File: config.mk
export PLATFORM = sky130hd
export DESIGN_NAME = decode_pixel_packer_flat
export DESIGN_NICKNAME = d
export VERILOG_FILES = /design/src/rtl/decode_pixel_packer_if.sv /design/src/rtl/decode_pixel_packer.sv /design/src/flat_wrapper.sv
export SDC_FILE = /design/constraint.sdc
export NUM_CORES = 1
export LEC_CHECK = 0
export ABC_AREA = 0
export CORE_MARGIN = 3
export CORE_UTILIZATION = 44
export CTS_CLUSTER_SIZE = 14
export DETAILED_ROUTE_END_ITERATION = 10
export DONT_BUFFER_PORTS = 1
export SLEW_MARGIN = 5
export SYNTH_ARGS = -nofsm -noshare
export SYNTH_HDL_FRONTEND = slang
export SYNTH_SLANG_ARGS = --single-unit
File: constraint.sdc
create_clock -name clk_i -period 2.3 [get_ports clk_i]
set_input_delay 0.345 -clock clk_i [delete_from_list [all_inputs] [get_ports clk_i]]
set_output_delay 0.345 -clock clk_i [all_outputs]
set_load 0.01 [all_outputs]
File: src/rtl/decode_pixel_packer_if.sv
// Pixel-in / packed-word-out stream bundle for decode_pixel_packer.
// Signal names keep the original port names so existing connections map one-to-one.
interface decode_pixel_packer_if #(
   parameter int unsigned PIXEL_BIT       = 8,
   parameter int unsigned PIXELS_PER_WORD = 4,
   parameter int unsigned FRAME_CTR_BIT   = 16
);
   logic [PIXEL_BIT-1:0]                 dn_veri_i;
   logic                                 dn_gecerli_i;
   logic                                 dn_hazir_o;
   logic [PIXEL_BIT*PIXELS_PER_WORD-1:0] pk_veri_o;
   logic [PIXELS_PER_WORD-1:0]           pk_keep_o;
   logic                                 pk_son_o;
   logic                                 pk_gecerli_o;
   logic                                 pk_hazir_i;
   logic [FRAME_CTR_BIT-1:0]             cerceve_sayisi_o;

   modport slave (
      input  dn_veri_i, dn_gecerli_i, pk_hazir_i,
      output dn_hazir_o, pk_veri_o, pk_keep_o, pk_son_o, pk_gecerli_o, cerceve_sayisi_o
   );

   modport master (
      output dn_veri_i, dn_gecerli_i, pk_hazir_i,
      input  dn_hazir_o, pk_veri_o, pk_keep_o, pk_son_o, pk_gecerli_o, cerceve_sayisi_o
   );
endinterface

File: src/rtl/decode_pixel_packer.sv
// Packs raster pixels into PIXELS_PER_WORD-lane words with frame-end keep/son marking.
// Optional DECODE_PACKER_CHECKSUM_EN appends a per-frame 32-bit pixel-sum word.
module decode_pixel_packer #(
   parameter int unsigned PIXEL_BIT       = 8,
   parameter int unsigned PIXELS_PER_WORD = 4,
   parameter int unsigned IMG_WIDTH       = 320,
   parameter int unsigned IMG_HEIGHT      = 240,
   parameter int unsigned FRAME_CTR_BIT   = 16
) (
   input  logic                  clk_i,
   input  logic                  rst_i,
   decode_pixel_packer_if.slave  bus
);
   localparam int unsigned WORD_W = PIXEL_BIT * PIXELS_PER_WORD;
   localparam int unsigned TOTAL  = IMG_WIDTH * IMG_HEIGHT;
   localparam int unsigned LANE_W = $clog2(PIXELS_PER_WORD);
   localparam int unsigned PIX_W  = (TOTAL > 1) ? $clog2(TOTAL) : 1;
   localparam logic [LANE_W-1:0] LAST_LANE = LANE_W'(PIXELS_PER_WORD - 1);
   localparam logic [PIX_W-1:0]  LAST_PIX  = PIX_W'(TOTAL - 1);

   logic [LANE_W-1:0]          r_lane;
   logic [PIX_W-1:0]           r_pix_cnt;
   logic [WORD_W-1:0]          r_asm;
   logic [WORD_W-1:0]          r_data;
   logic [PIXELS_PER_WORD-1:0] r_keep;
   logic                       r_son;
   logic                       r_gecerli;
   logic [FRAME_CTR_BIT-1:0]   r_frames;

   logic                       w_last;
   logic                       w_complete;
   logic                       w_in_ok;
   logic                       w_ready;
   logic                       w_in_xfer;
   logic                       w_out_xfer;
   logic [WORD_W-1:0]          w_word;
   logic [PIXELS_PER_WORD-1:0] w_keep;

`ifdef DECODE_PACKER_CHECKSUM_EN
   typedef enum logic [1:0] {ST_DATA, ST_CK_LOAD, ST_CK_OUT} state_t;
   state_t      r_state;
   logic [31:0] r_sum;
   assign w_in_ok = (r_state == ST_DATA);
`else
   assign w_in_ok = 1'b1;
`endif

   // Lanes above the current one stay zero because r_asm is cleared after every word.
   for (genvar k = 0; k < PIXELS_PER_WORD; k++) begin : g_lane
      assign w_word[k*PIXEL_BIT +: PIXEL_BIT] = (r_lane == LANE_W'(k)) ? bus.dn_veri_i
                                                                      : r_asm[k*PIXEL_BIT +: PIXEL_BIT];
      assign w_keep[k] = (r_lane >= LANE_W'(k));
   end

   assign w_last     = (r_pix_cnt == LAST_PIX);
   assign w_complete = (r_lane == LAST_LANE) || w_last;
   assign w_ready    = !rst_i && w_in_ok && (!w_complete || !r_gecerli || bus.pk_hazir_i);
   assign w_in_xfer  = bus.dn_gecerli_i && w_ready;
   assign w_out_xfer = r_gecerli && bus.pk_hazir_i;

   always_ff @(posedge clk_i) begin
      if (rst_i) begin
         r_lane    <= '0;
         r_pix_cnt <= '0;
         r_asm     <= '0;
         r_data    <= '0;
         r_keep    <= '0;
         r_son     <= 1'b0;
         r_gecerli <= 1'b0;
         r_frames  <= '0;
`ifdef DECODE_PACKER_CHECKSUM_EN
         r_state   <= ST_DATA;
         r_sum     <= '0;
`endif
      end else begin
         if (w_out_xfer) begin
            r_gecerli <= 1'b0;
            if (r_son) r_frames <= r_frames + 1'b1;
         end
         if (w_in_xfer) begin
            if (w_complete) begin
               r_data    <= w_word;
               r_keep    <= w_keep;
               r_gecerli <= 1'b1;
               r_asm     <= '0;
               r_lane    <= '0;
`ifdef DECODE_PACKER_CHECKSUM_EN
               r_son     <= 1'b0;
               if (w_last) r_state <= ST_CK_LOAD;
`else
               r_son     <= w_last;
`endif
            end else begin
               r_asm  <= w_word;
               r_lane <= r_lane + 1'b1;
            end
            r_pix_cnt <= w_last ? '0 : r_pix_cnt + 1'b1;
`ifdef DECODE_PACKER_CHECKSUM_EN
            r_sum <= r_sum + 32'(bus.dn_veri_i);
`endif
         end
`ifdef DECODE_PACKER_CHECKSUM_EN
         // Sum word loads as soon as the frame's final data word leaves the register.
         case (r_state)
            ST_CK_LOAD: if (!r_gecerli || w_out_xfer) begin
               r_data    <= WORD_W'(r_sum);
               r_keep    <= '1;
               r_son     <= 1'b1;
               r_gecerli <= 1'b1;
               r_state   <= ST_CK_OUT;
            end
            ST_CK_OUT: if (w_out_xfer) begin
               r_sum   <= '0;
               r_state <= ST_DATA;
            end
            default: ;
         endcase
`endif
      end
   end

   assign bus.dn_hazir_o       = w_ready;
   assign bus.pk_veri_o        = r_data;
   assign bus.pk_keep_o        = r_keep;
   assign bus.pk_son_o         = r_son;
   assign bus.pk_gecerli_o     = r_gecerli;
   assign bus.cerceve_sayisi_o = r_frames;
endmodule
File: src/flat_wrapper.sv
// flat-port wrapper written by rule: the top's interface ports become plain ports
module decode_pixel_packer_flat 
#(
   parameter int unsigned PIXEL_BIT       = 8,
   parameter int unsigned PIXELS_PER_WORD = 4,
   parameter int unsigned IMG_WIDTH       = 320,
   parameter int unsigned IMG_HEIGHT      = 240,
   parameter int unsigned FRAME_CTR_BIT   = 16
)
  (clk_i, rst_i, bus_dn_veri_i, bus_dn_gecerli_i, bus_pk_hazir_i, bus_dn_hazir_o, bus_pk_veri_o, bus_pk_keep_o, bus_pk_son_o, bus_pk_gecerli_o, bus_cerceve_sayisi_o);
  decode_pixel_packer_if #(.PIXEL_BIT(PIXEL_BIT), .PIXELS_PER_WORD(PIXELS_PER_WORD), .FRAME_CTR_BIT(FRAME_CTR_BIT)) bus_i ();
  input  logic clk_i;
  input  logic rst_i;
  input wire logic [$bits(bus_i.dn_veri_i)-1:0] bus_dn_veri_i;
  input wire logic [$bits(bus_i.dn_gecerli_i)-1:0] bus_dn_gecerli_i;
  input wire logic [$bits(bus_i.pk_hazir_i)-1:0] bus_pk_hazir_i;
  output wire logic [$bits(bus_i.dn_hazir_o)-1:0] bus_dn_hazir_o;
  output wire logic [$bits(bus_i.pk_veri_o)-1:0] bus_pk_veri_o;
  output wire logic [$bits(bus_i.pk_keep_o)-1:0] bus_pk_keep_o;
  output wire logic [$bits(bus_i.pk_son_o)-1:0] bus_pk_son_o;
  output wire logic [$bits(bus_i.pk_gecerli_o)-1:0] bus_pk_gecerli_o;
  output wire logic [$bits(bus_i.cerceve_sayisi_o)-1:0] bus_cerceve_sayisi_o;
  assign bus_i.dn_veri_i = bus_dn_veri_i;
  assign bus_i.dn_gecerli_i = bus_dn_gecerli_i;
  assign bus_i.pk_hazir_i = bus_pk_hazir_i;
  assign bus_dn_hazir_o = bus_i.dn_hazir_o;
  assign bus_pk_veri_o = bus_i.pk_veri_o;
  assign bus_pk_keep_o = bus_i.pk_keep_o;
  assign bus_pk_son_o = bus_i.pk_son_o;
  assign bus_pk_gecerli_o = bus_i.pk_gecerli_o;
  assign bus_cerceve_sayisi_o = bus_i.cerceve_sayisi_o;
  decode_pixel_packer #(.PIXEL_BIT(PIXEL_BIT), .PIXELS_PER_WORD(PIXELS_PER_WORD), .IMG_WIDTH(IMG_WIDTH), .IMG_HEIGHT(IMG_HEIGHT), .FRAME_CTR_BIT(FRAME_CTR_BIT)) u_core (.clk_i(clk_i), .rst_i(rst_i), .bus(bus_i));
endmodule
==> impl_metrics.ini <==
[timing]
tns_ns = 0
period_needed_ns = 2.139
worst_clock_skew_ns = 0.01738
max_freq_mhz = 467.6
hold_viol_final = 0
setup_slack_ns = 0.1614
final-setup-viol-count = 0
worstMarginPinSlew_ns = 0.6370
fin_crit_sh_pct = 92.98
rsz0062_at_grt = false
report.final.slew_viol_count = 0
whs_ns = 0.05705
max_slew_margin_pct = 57.53

[setup_path]
cp-startpoint = u_core.r_pix_cnt[0]
cp_data_arrival_time_ns = 1.79
r2r_slack_ns = 0.29
cp_max_fo = 7
crit_required_ns = 1.96
reg2reg_depth = 7
r2r-end = u_core.r_asm[10]
r2r_start = u_core.r_pix_cnt[0]
startpoint_type = flip-flop
end_kind = output pin
path_class = reg2out

[final_layout]
design_area_sq_um = 4975
fillers = 952
final_nets = 485
diodes = 0
areaGrowthSynthToFinish_pct = 6.997
drive_gt1_share_pct = 16.14

[cts]
clk_pin_slew_worst_paths_ns = 0.09
cts_buffer_depth = 2
cts_buffers = 9
postCtsHoldBufs = 0
h-tree-depth = 3
cts_sinks = 105
cts_tree = built
clk-insertion-delay-late_ns = 0.36
clock-root-buffer = clkbuf_8

[hold_path]
hold_class = in2reg
worst_hold_path.num_cells = 1
hp-start = rst_i
holdPathEnd = u_core.bus.cerceve_sayisi_o[0]

[global_route]
grt_pass1_wl_um = 16140
grt_max_degree = 94
grt_pass1_vias = 3151
antenna_found_initial = 0
grt_use_total_pct = 17.37
grt-ovfl-total = 0

[routing]
drt_wl_total_um = 10020
viasPerCell = 5.381
drc = 0
drtAntennaViolNets = 0
wl_per_cell_um = 16.59
via_count = 3250
drt_first_pass_iters = 4
drtIter0Drc = 128

[yosys]
synth_fa_ha_area_share_pct = 1.884
ys_warn_count = 0
synthSimpleGateAreaFrac_pct = 16.68
synth_xor_area_share_pct = 5.086
ys_ff_latch = 105
yosysSeqAreaShare_pct = 45.21
synth_compound_area_share_pct = 18.33
synth_top_family_by_area = compound AO/OA/AOI/OAI gates
synth_nets = 490
syn_area_per_cell_sq_um = 9.871
synthDistinctLibCells = 41
synth.mux.area_fraction_pct = 7.104
syn_inst = 471
synth_area_sq_um = 4649

[placement]
pre_cts_slack_ns = 0.2100
io_buffers = 0
place_area_sq_um = 4753
place_congestion = 0.8630
place_hpwl_um = 6889

[pwr]
power.density_nw_per_um2 = 651.6
vdd_drop_max_mv = 0.3144
p_leak_uw = 0.001640

[outcome]
status = finished clean

[die]
ios = 67
rows = 36
fp.dieW_um = 108.8
fp.dieH_um = 108.8
initial_core_util_pct = 46.50
coreArea_sq_um = 10000
fp.dieArea_sq_um = 11840

[run]
maxCapViolCount = 0
flip-flops by register name (all words and copies together), names as in the netlist:
| name | count |
|---|---|
| u_core.bus.cerceve_sayisi_o | 16 |
| u_core.bus.pk_gecerli_o | 1 |
| u_core.bus.pk_keep_o | 4 |
| u_core.bus.pk_son_o | 1 |
| u_core.bus.pk_veri_o | 32 |
| u_core.r_asm | 32 |
| u_core.r_lane | 2 |
| u_core.r_pix_cnt | 17 |
synth_stat cells, drive strengths merged:
library cell / count / area, sq um
o31ai: 1 / 7.510
nand2: 22 / 82.58
nor3: 3 / 20.02
inv: 27 / 101.4
o21ai: 2 / 10.01
nor2b: 3 / 18.77
or2: 1 / 8.760
ha: 7 / 87.58
a21o: 1 / 7.510
and3: 10 / 62.56
a2bb2oi: 1 / 8.760
nand2b: 10 / 62.56
dfxtp: 105 / 2102
mux2i: 33 / 330.3
and2: 8 / 50.05
buf: 16 / 115.1
nand4: 10 / 62.56
clkbuf: 13 / 48.80
and4: 5 / 48.80
o21a: 4 / 52.55
or3: 2 / 12.51
a21oi: 12 / 63.81
nand3: 11 / 55.05
o32ai: 24 / 210.2
xor2: 12 / 105.1
a31o: 1 / 8.760
xnor2: 15 / 131.4
a211oi: 40 / 483.0
and4bb: 2 / 25.02
nand3b: 1 / 7.510
nor2: 69 / 259.0
how the worst max path moves through the flow:
| stage | to | slack [ns] | cells past startpoint |
|---|---|---|---|
| global route | bus_dn_hazir_o | 0.07 | 5 |
| CTS | bus_dn_hazir_o | 0.003 | 5 |
| finish | bus_dn_hazir_o | 0.16 | 5 |
| global placement | u_core.bus.pk_veri_o[29] | 0.31 | 7 |
| detailed placement | u_core.bus.pk_veri_o[26] | 0.21 | 7 |
| floorplan | bus_dn_hazir_o | 0.43 | 6 |
cells in the final DEF, fill, tap and decap left out, types with 2 or more instances in the layout:
cell and instances:
a211oi_1 5, a211oi_2 34, a21oi_1 10, and2_1 8
and3_1 10, and4_1 3, and4_4 2, buf_12 2
buf_4 11, clkbuf_8 10, dfxtp_1 104, ha_1 7
inv_1 27, inv_6 2, mux2i_1 33, nand2_1 22
nand2b_1 10, nand3_1 11, nand4_1 10, nor2_1 69
nor2b_1 3, nor3_1 2, o21a_4 3, o21ai_0 2
o32ai_1 24, or3_1 2, xnor2_1 15, xor2_1 12
critical path, stage by stage, from the launching register on:
cell,delay [ns]
dfxtp_2,0.36
ha_1,0.23
and4bb_1,0.20
and4_4,0.20
or2_4,0.28
a21oi_4,0.18
logic make-up after synthesis:
kind of cell	Yosys count
multiplexers	33
flip-flops	105
adder cells (fa/ha/maj)	7
XOR/XNOR	27
AO/OA/AOI/OAI	86
AND/OR/NAND/NOR	157
buffers and inverters	56
layout make-up:
type	instances	area [sq um]	area share [%]
Inverter	27	101.3	2.037
Timing Repair Buffer	13	122.6	2.465
Multi-Input combinational cell	310	2295	46.13
Tap cell	133	166.4	3.345
Clock buffer	11	141.4	2.842
Sequential cell	105	2103	42.28
Clock inverter	5	45.04	0.9054
layer usage:
| layer | part of all wire (%) | up-vias | routed length (um) | track usage (%) |
|---|---|---|---|---|
| met5 | 0 | - | 0 | 0 |
| met4 | 0.89 | 0 | 89 | 4.148 |
| met3 | 4.6 | 7 | 456 | 4.796 |
| met2 | 49 | 54 | 4948 | 29.44 |
| met1 | 45 | 1553 | 4524 | 21.97 |
| li1 | - | 1636 | - | - |
what timing repair did:
| action | CTS | global route |
|---|---|---|
| pin swaps | 0 | 1 |
| setup buffers | 0 | 3 |
| setup endpoints to repair | 1 | 1 |
| resized for setup | 1 | 2 |
power breakdown:
part           internal [uW]  switching [uW]  leakage, uW
Clock                    442             657    0.0000925
Combinational            108             148     0.000699
Sequential              1850            32.3     0.000848
Total                   2400             837      0.00164
metrics by stage:
step / instances / utilization, % / power [uW]
finish: 604 / 49.75 / 3242
CTS: 601 / 49.44 / 3279
global route: 604 / 49.75 / 3383
floorplan: 471 / - / 2152
global placement: 585 / 47.54 / 2183
detailed placement: 585 / 47.54 / 2186
Note: power is estimated with default switching activity, not from simulation.
